--- config.mk ---
export PLATFORM = sky130hd
export DESIGN_NAME = mem_port_arbiter
export DESIGN_NICKNAME = d
export VERILOG_FILES = /design/src/rtl/mem_port_arbiter_pkg.sv /design/src/rtl/mem_arb_watchdog.sv /design/src/rtl/mem_port_arbiter.sv
export SDC_FILE = /design/constraint.sdc
export NUM_CORES = 1
export LEC_CHECK = 0
export CAP_MARGIN = 20
export CORE_AREA = 8 8 197 199
export CTS_BUF_LIST = sky130_fd_sc_hd__clkbuf_16
export DETAILED_ROUTE_END_ITERATION = 10
export DIE_AREA = 0 0 205 207
export GPL_TIMING_DRIVEN = 0
export SLEW_MARGIN = 20
export SYNTH_ARGS = -nofsm -noshare
export SYNTH_HDL_FRONTEND = slang
export SYNTH_SLANG_ARGS = --single-unit
--- constraint.sdc ---
create_clock -name clock -period 2.41 [get_ports clock]
set_input_delay 0.723 -clock clock [delete_from_list [all_inputs] [get_ports clock]]
set_output_delay 0.723 -clock clock [all_outputs]
set_load 0.1 [all_outputs]
--- src/rtl/mem_port_arbiter_pkg.sv ---
// Shared encodings and default widths for the CPU memory-port arbiter.
package cpu_mem_defs;

  localparam int DEF_ADDR_W  = 64;
  localparam int DEF_DATA_W  = 64;
  localparam int DEF_TIMEOUT = 16;

  typedef enum logic [1:0] {
    ST_IDLE   = 2'b00,
    ST_ACCESS = 2'b01,
    ST_DONE   = 2'b10
  } arb_state_e;

  localparam logic OWN_IF = 1'b0;
  localparam logic OWN_D  = 1'b1;

endpackage

--- src/rtl/mem_arb_watchdog.sv ---
// Access watchdog: counts ACCESS cycles without mem_ready; expired flags the abort cycle.
module mem_arb_watchdog #(
  parameter int TIMEOUT = 16
) (
  input  logic clock,
  input  logic reset,
  input  logic clear,
  input  logic count_en,
  output logic expired
);

  localparam int CW = (TIMEOUT > 1) ? $clog2(TIMEOUT) : 1;

  logic [CW-1:0] cnt_q, cnt_d;

  always_comb begin
    cnt_d = cnt_q;
    if (clear) begin
      cnt_d = '0;
    end else if (count_en && !expired) begin
      cnt_d = cnt_q + 1'b1;
    end
  end

  always_ff @(posedge clock or negedge reset) begin
    if (!reset) begin
      cnt_q <= '0;
    end else begin
      cnt_q <= cnt_d;
    end
  end

  assign expired = (cnt_q == CW'(TIMEOUT - 1));

endmodule

--- src/rtl/mem_port_arbiter.sv ---
// Single-port memory arbiter between instruction fetch and data access, strict alternation.
// Optional access watchdog enabled by defining MEM_ARB_WATCHDOG_EN.
//   state  | meaning
//   IDLE   | port free, arbitrate pending requests
//   ACCESS | mem_en held, waiting for mem_ready (or watchdog abort)
//   DONE   | owner's done pulse, requests ignored
module mem_port_arbiter
  import cpu_mem_defs::*;
#(
  parameter int ADDR_W  = DEF_ADDR_W,
  parameter int DATA_W  = DEF_DATA_W,
  parameter int TIMEOUT = DEF_TIMEOUT
) (
  input  logic              clock,
  input  logic              reset,
  input  logic              if_req,
  input  logic [ADDR_W-1:0] if_addr,
  output logic [DATA_W-1:0] if_rdata,
  output logic              if_done,
  input  logic              d_req,
  input  logic              d_we,
  input  logic [ADDR_W-1:0] d_addr,
  input  logic [DATA_W-1:0] d_wdata,
  output logic [DATA_W-1:0] d_rdata,
  output logic              d_done,
  output logic              mem_en,
  output logic              mem_we,
  output logic [ADDR_W-1:0] mem_addr,
  output logic [DATA_W-1:0] mem_wdata,
  input  logic [DATA_W-1:0] mem_rdata,
  input  logic              mem_ready,
  output logic              busy,
  output logic              err
);

  arb_state_e        state_q, state_d;
  logic              owner_q, owner_d;
  logic              mem_en_q, mem_en_d;
  logic              mem_we_q, mem_we_d;
  logic [ADDR_W-1:0] mem_addr_q, mem_addr_d;
  logic [DATA_W-1:0] mem_wdata_q, mem_wdata_d;
  logic [DATA_W-1:0] if_rdata_q, if_rdata_d;
  logic [DATA_W-1:0] d_rdata_q, d_rdata_d;
  logic              if_done_q, if_done_d;
  logic              d_done_q, d_done_d;
  logic              err_q, err_d;
  logic              grant;
  logic [DATA_W-1:0] cap_data;
  logic              wd_expired;

`ifdef MEM_ARB_WATCHDOG_EN
  logic wd_clear, wd_count_en;

  assign wd_clear    = (state_q != ST_ACCESS);
  assign wd_count_en = (state_q == ST_ACCESS) && !mem_ready;

  mem_arb_watchdog #(
    .TIMEOUT (TIMEOUT)
  ) u_watchdog (
    .clock    (clock),
    .reset    (reset),
    .clear    (wd_clear),
    .count_en (wd_count_en),
    .expired  (wd_expired)
  );
`else
  assign wd_expired = 1'b0;
`endif

  always_comb begin
    state_d     = state_q;
    owner_d     = owner_q;
    mem_en_d    = mem_en_q;
    mem_we_d    = mem_we_q;
    mem_addr_d  = mem_addr_q;
    mem_wdata_d = mem_wdata_q;
    if_rdata_d  = if_rdata_q;
    d_rdata_d   = d_rdata_q;
    if_done_d   = 1'b0;
    d_done_d    = 1'b0;
    err_d       = 1'b0;
    grant       = owner_q;
    cap_data    = '0;

    case (state_q)
      ST_IDLE: begin
        if (if_req || d_req) begin
          grant = (if_req && d_req) ? ~owner_q : d_req;
          owner_d  = grant;
          mem_en_d = 1'b1;
          state_d  = ST_ACCESS;
          if (grant == OWN_D) begin
            mem_we_d    = d_we;
            mem_addr_d  = d_addr;
            mem_wdata_d = d_wdata;
          end else begin
            mem_we_d    = 1'b0;
            mem_addr_d  = if_addr;
            mem_wdata_d = '0;
          end
        end
      end
      ST_ACCESS: begin
        if (mem_ready || wd_expired) begin
          // ready on the abort cycle completes normally
          cap_data = (mem_ready && !mem_we_q) ? mem_rdata : '0;
          err_d    = !mem_ready;
          mem_en_d = 1'b0;
          state_d  = ST_DONE;
          if (owner_q == OWN_D) begin
            d_rdata_d = cap_data;
            d_done_d  = 1'b1;
          end else begin
            if_rdata_d = cap_data;
            if_done_d  = 1'b1;
          end
        end
      end
      ST_DONE: begin
        state_d = ST_IDLE;
      end
      default: begin
        state_d  = ST_IDLE;
        mem_en_d = 1'b0;
      end
    endcase
  end

  always_ff @(posedge clock or negedge reset) begin
    if (!reset) begin
      state_q     <= ST_IDLE;
      owner_q     <= OWN_D;
      mem_en_q    <= 1'b0;
      mem_we_q    <= 1'b0;
      mem_addr_q  <= '0;
      mem_wdata_q <= '0;
      if_rdata_q  <= '0;
      d_rdata_q   <= '0;
      if_done_q   <= 1'b0;
      d_done_q    <= 1'b0;
      err_q       <= 1'b0;
    end else begin
      state_q     <= state_d;
      owner_q     <= owner_d;
      mem_en_q    <= mem_en_d;
      mem_we_q    <= mem_we_d;
      mem_addr_q  <= mem_addr_d;
      mem_wdata_q <= mem_wdata_d;
      if_rdata_q  <= if_rdata_d;
      d_rdata_q   <= d_rdata_d;
      if_done_q   <= if_done_d;
      d_done_q    <= d_done_d;
      err_q       <= err_d;
    end
  end

  assign if_rdata  = if_rdata_q;
  assign if_done   = if_done_q;
  assign d_rdata   = d_rdata_q;
  assign d_done    = d_done_q;
  assign mem_en    = mem_en_q;
  assign mem_we    = mem_we_q;
  assign mem_addr  = mem_addr_q;
  assign mem_wdata = mem_wdata_q;
  assign busy      = (state_q != ST_IDLE);
  assign err       = err_q;

endmodule

==> out/qor.tcl, run 1 <==
set qor(rows) 70
set qor(multiInputGateArea_um2) 3470
set qor(timing.reg2reg.worst_path_depth) 5
set qor(finish.net_count) 1677
set qor(dr.pass1.iters) 4
set qor(critPathTopFamily) {buffers and inverters}
set qor(fin_skew_ns) 0.0167
set qor(numCtsBuffers) 29
set qor(die_h_um) 207
set qor(cp_data_arrival_time_ns) 1.55
set qor(max_freq_mhz) 440
set qor(synthesis.yosys.warnings) 0
set qor(io-pin-count) 524
set qor(final-max-slew-violation-count) 0
set qor(post_synth_and_or_nand_nor_area_fraction) 0.0752
set qor(type_of_the_worst_setup_path) {reg2out}
set qor(total_routed_length_mm) 40.8
set qor(grt_antenna_before_repair) 4
set qor(ant_nets) 0
set qor(clk_pin_slew_worst_paths_ns) 0.06
set qor(clk_path_buf_depth) 3
set qor(critical_path_required_ns) 1.69
set qor(min_period_ns) 2.27
set qor(worst_r2r_endpoint) {if_rdata[4]}
set qor(synth_sequential_area_ratio) 0.632
set qor(routedWlPerCell_um) 21.4
set qor(sequential_cell_area_um2) 6580
set qor(cp-start-kind) {flip-flop}
set qor(vias) 8808
set qor(finalWeightedCongestion) 0.795
set qor(tritoncts_clock_tree) {done}
set qor(grt_util_all_layers) 0.185
set qor(fraction_of_the_mapped_netlist_area_in_compound_gates) 0.119
set qor(synth_top_family_by_area) {multiplexers}
set qor(mostFrequentLayoutCells) {dfrtp_1, clkdlybuf4s50_1, clkdlybuf4s15_2, nand2_1, o21ai_0}
set qor(htree_levels) 1
set qor(dieWidth_um) 205
set qor(placed_cells) 1853
set qor(grt_start_max_net_pins) 96
set qor(worst-r2r-setup-slack_ns) 0.41
set qor(port-buffer-count) 522
set qor(post-place-ws_ns) -0.383
set qor(worstSkewPairLatency_ns) 0.55
set qor(core_um2) 35900
set qor(timing.rr.start) {owner_q}
set qor(syn-num-nets) 1122
set qor(dp_hpwl_mm) 32.1
set qor(post_synth_mux_area_share) 0.138
set qor(setup-violations-final) 0
set qor(drc) 0
set qor(finalHoldViolCount) 0
set qor(status) {finished, final reports clean}
set qor(floorplan.initialDensity) 0.290
set qor(layout_commonest_cell) {dfrtp_1}
set qor(clock_tree.root_cell) {clkbuf_16}
set qor(die_area_um2) 42400
set qor(cap_viol_max_count) 0
set qor(worst-path-stages) 1
set qor(worstMarginPinSlew_ns) 0.619
set qor(critical_path.max_fanout) 2
set qor(final_cells) 1905
set qor(worstSetupStartpoint) {mem_wdata[49]}
set qor(synth-adder-area-share) 0
set qor(grt_remaining_overflow) 0
set qor(fin_crit_sh) 0.943
set qor(filler_cell_count_in_the_final_layout) 3288
set qor(setup_repair_after_global_routing_missed_its_margin) {no}
set qor(crit_chain) {clkdlybuf4s15_2}
set qor(synth-xor-area-share) 0
set qor(ys_ff_latch) 263
set qor(first_global_vias) 9469
set qor(netlist_area_um2) 10400
set qor(cts.sinks) 263
set qor(slowest_stage) {clkdlybuf4s15_2}
set qor(layout-area-overhead-vs-synth_pct) 68.5
set qor(viasPerCell) 4.62
set qor(timing.critical_path.slowest_cell_delay_ns) 0.59
set qor(final_layout_size_suffix_gt1_frac) 0.327
set qor(utilization) 0.489
set qor(timing_endpoint_of_the_critical_path) {mem_wdata[49]}
set qor(post-route-worst-setup-slack_ns) 0.137
set qor(maxSlewHeadroom) 0.589
set qor(setup.worst_path.end_class) {primary output}
set qor(synth_cell_types) 23
set qor(first_pass_grt_wire_length_mm) 61.3
set qor(synth_cells) 860
set qor(worst-path-buf-inv) 1
set qor(worstHoldPathType) {in2async}
set qor(drt_first_iter_violations) 372
set qor(synth.avg_cell_area_um2) 12.1
-- flip-flops by register name (all words and copies together) (netlist names) --
signal / flops
owner_q: 1
if_done: 1
d_rdata: 64
state_q: 2
d_done: 1
if_rdata: 64
mem_addr: 64
mem_en: 1
mem_wdata: 64
mem_we: 1
-- logic make-up after synthesis --
kind of cell,after synthesis
buf+inv,68
compound gates,198
mux,128
other cells,1
flops,263
simple gates,202
-- per-stage QoR --
stage	hold slack, ns	instance area [um2]	TNS, ns
after floorplan	0.427	10400	0
after detailed placement	0.470	16300	-46.02
final	0.0550	17600	0
after global placement	0.463	16200	-2952.77
after CTS	0.0321	17600	-0.0735
after global routing	0.0466	17600	0
-- cell usage after synthesis, drive strengths merged --
cell type	number	area (um2)
o21a	1	7.51
mux2	128	1440
nand2b	1	6.26
dfrtp	262	6560
or2	2	15.0
inv	3	11.3
nand4b	1	8.76
conb	1	3.75
nand4bb	1	11.3
nor2b	1	6.26
a22o	65	569
a21bo	1	10.0
o21ai	130	651
clkbuf	31	116
nand2	192	721
buf	34	238
a21o	1	7.51
nor2	4	15.0
dfstp	1	26.3
-- how the worst min path moves through the flow --
stage,from,to,slack [ns],cells past startpoint
floorplan,reset,d_done,0.43,0
global placement,d_rdata[21],d_rdata[21],0.46,2
detailed placement,d_rdata[38],d_rdata[38],0.47,2
CTS,reset,mem_addr[7],0.03,1
global route,reset,mem_addr[0],0.05,1
finish,reset,mem_addr[0],0.06,1
-- final cells by class --
| class | count | share of cell area |
|---|---|---|
| clock buffers | 29 | 0.0413 |
| plain buffers | 64 | 0.0200 |
| diodes | 1 | 0.000143 |
| flip-flops and latches | 263 | 0.375 |
| inverters | 3 | 0.000641 |
| well taps | 468 | 0.0333 |
| clock inverters | 23 | 0.0111 |
| repair buffers | 525 | 0.321 |
| multi-input cells | 529 | 0.198 |
-- layer usage --
layer	vias to the layer above	GRT usage	wire (um)
met5	-	0	31
met4	6	0.0503	903
met3	62	0.0654	3860
met2	340	0.319	20300
met1	4309	0.215	15700
li1	4091	-	-
-- timing repair --
| item | 4_1_cts | 5_1_grt |
|---|---|---|
| setup buffers | 0 | 0 |
| endpoints found under the setup margin | 261 | 5 |
| hold buffers | 0 | 0 |
| gates resized for setup | 783 | 3 |
Power of run 1 is not shown: default switching activity piles up to over one toggle a cycle in this logic, so the estimate is an artifact.
==> run 2, diff against run 1 <==
--- a/config.mk
+++ b/config.mk
@@ -8,6 +8,7 @@
 export CAP_MARGIN = 20
 export CORE_AREA = 8 8 197 199
 export CTS_BUF_LIST = sky130_fd_sc_hd__clkbuf_16
+export CTS_CLUSTER_SIZE = 14
 export DETAILED_ROUTE_END_ITERATION = 10
 export DIE_AREA = 0 0 205 207
 export GPL_TIMING_DRIVEN = 0
==> results of run 2 <==
Same layout as run 1: the final DEF is identical, and so are final timing and power.
Power of run 2 is left out for the same reason.
==> run 3, diff against run 2 <==
==> constraint.sdc (replaced) <==
create_clock -name clock -period 2.2 [get_ports clock]
set_input_delay 0.66 -clock clock [delete_from_list [all_inputs] [get_ports clock]]
set_output_delay 0.66 -clock clock [all_outputs]
set_load 0.1 [all_outputs]
==> out/qor.tcl, run 3 (same netlist as run 1, synthesis figures left out) <==
set qor(status) {finished, final reports clean}
set qor(timing_endpoint_of_the_critical_path) {mem_wdata[51]}
set qor(cts.sinks) 263
set qor(worst-r2r-setup-slack_ns) 0.26
set qor(port-buffer-count) 522
set qor(clk_pin_slew_worst_paths_ns) 0.06
set qor(die_h_um) 207
set qor(final_layout_size_suffix_gt1_frac) 0.330
set qor(timing.reg2reg.worst_path_depth) 4
set qor(place_area_um2) 16300
set qor(ant_nets) 0
set qor(layout-area-overhead-vs-synth_pct) 68.0
set qor(critPathTopFamily) {buffers and inverters}
set qor(worstSetupStartpoint) {mem_wdata[51]}
set qor(cts_setup_buffers) 0
set qor(worst-path-stages) 1
set qor(clock_tree.root_cell) {clkbuf_16}
set qor(worstHoldPathType) {reg2reg}
set qor(mostFrequentLayoutCells) {dfrtp_1, clkdlybuf4s50_1, clkdlybuf4s15_2, nand2_1, o21ai_0}
set qor(dr.pass1.iters) 5
set qor(critical_path.max_fanout) 2
set qor(grt_remaining_overflow) 0
set qor(grt_antenna_before_repair) 4
set qor(min_period_ns) 2.16
set qor(crit_chain) {clkdlybuf4s18_2}
set qor(drc) 0
set qor(dp_hpwl_mm) 32.1
set qor(total_routed_length_mm) 40.8
set qor(die_area_um2) 42400
set qor(worstMarginPinSlew_ns) 0.610
set qor(htree_levels) 1
set qor(final_cell_area_um2) 17500
set qor(slowest_stage) {clkdlybuf4s18_2}
set qor(tritoncts_clock_tree) {done}
set qor(grt_util_all_layers) 0.185
set qor(max_freq_mhz) 463
set qor(fin_crit_sh) 0.981
set qor(post-place-ws_ns) -0.530
set qor(floorplan.initialDensity) 0.290
set qor(finalHoldViolCount) 0
set qor(post-route-worst-setup-slack_ns) 0.0416
set qor(timing.rr.start) {owner_q}
set qor(filler_cell_count_in_the_final_layout) 3315
set qor(critical_path_required_ns) 1.54
set qor(cp_data_arrival_time_ns) 1.50
set qor(dieWidth_um) 205
set qor(maxSlewHeadroom) 0.595
set qor(timing.critical_path.slowest_cell_delay_ns) 0.56
set qor(worst_r2r_endpoint) {mem_addr[39]}
set qor(cap_viol_max_count) 0
set qor(drt_first_iter_violations) 386
set qor(cp-start-kind) {flip-flop}
set qor(finalWeightedCongestion) 0.795
set qor(numCtsBuffers) 29
set qor(timing.hold.ws_ns) 0.478
set qor(type_of_the_worst_setup_path) {reg2out}
set qor(setup_repair_after_global_routing_missed_its_margin) {no}
set qor(core_um2) 35900
set qor(io-pin-count) 524
set qor(fin_skew_ns) 0.0158
set qor(routedWlPerCell_um) 21.4
set qor(grt_start_max_net_pins) 96
set qor(rows) 70
set qor(clk_path_buf_depth) 3
set qor(viasPerCell) 4.61
set qor(worst-path-buf-inv) 1
set qor(vias) 8783
set qor(finish.net_count) 1679
set qor(first_global_vias) 9477
set qor(final-max-slew-violation-count) 0
set qor(setup.worst_path.end_class) {primary output}
set qor(setup-violations-final) 0
set qor(worstSkewPairLatency_ns) 0.55
set qor(layout_commonest_cell) {dfrtp_1}
set qor(first_pass_grt_wire_length_mm) 61.3
## run 3: cell count changes in the layout (fill, tap and decap cells not counted), sizes merged
cell and change:
dlygate4sd3 +1, clkdlybuf4s15 -31, clkbuf +4, clkdlybuf4s18 +22, buf +6
## run 3: per-stage QoR
stage	util	instances	TNS, ns
global placement	0.452	1850	-3028.18
detailed placement	0.454	1853	-82.72
finish	0.487	1907	0
CTS	0.489	1906	-0.221
global route	0.487	1907	0
floorplan	-	860	0
## run 3: repair_timing
action,4_1_cts,5_1_grt
setup endpoints to repair,261,85
resized for setup,796,42
endpoints found under the hold margin,35,0
hold buffers,1,0
## run 3: layout make-up
class | count | area, um2 | share of cell area
inverters | 3 | 11.3 | 0.000643
plain buffers | 65 | 363 | 0.0207
clock inverters | 23 | 195 | 0.0112
diodes | 1 | 2.50 | 0.000143
flip-flops and latches | 263 | 6580 | 0.376
well taps | 468 | 586 | 0.0335
clock buffers | 29 | 726 | 0.0415
repair buffers | 526 | 5570 | 0.318
multi-input cells | 529 | 3470 | 0.198
## run 3: worst min-delay path by stage
stage / slack (ns) / depth (start not counted) / start / endpoint
3_3_place_gp: 0.46 / 2 / d_rdata[21] / d_rdata[21]
4_1_cts: 0.48 / 2 / d_rdata[38] / d_rdata[38]
3_5_place_dp: 0.47 / 2 / d_rdata[38] / d_rdata[38]
2_1_floorplan: 0.36 / 0 / reset / d_done
5_1_grt: 0.51 / 2 / if_rdata[1] / if_rdata[1]
6_report: 0.48 / 2 / if_rdata[55] / if_rdata[55]
## run 3: per-layer routing
metal | up-vias | GRT usage | wire length [um]
li1 | 4096 | - | -
met1 | 4282 | 0.215 | 15700
met2 | 332 | 0.319 | 20300
met3 | 67 | 0.0652 | 3860
met4 | 6 | 0.0503 | 987
met5 | - | 0 | 31
Power of run 3 is left out for the same reason.
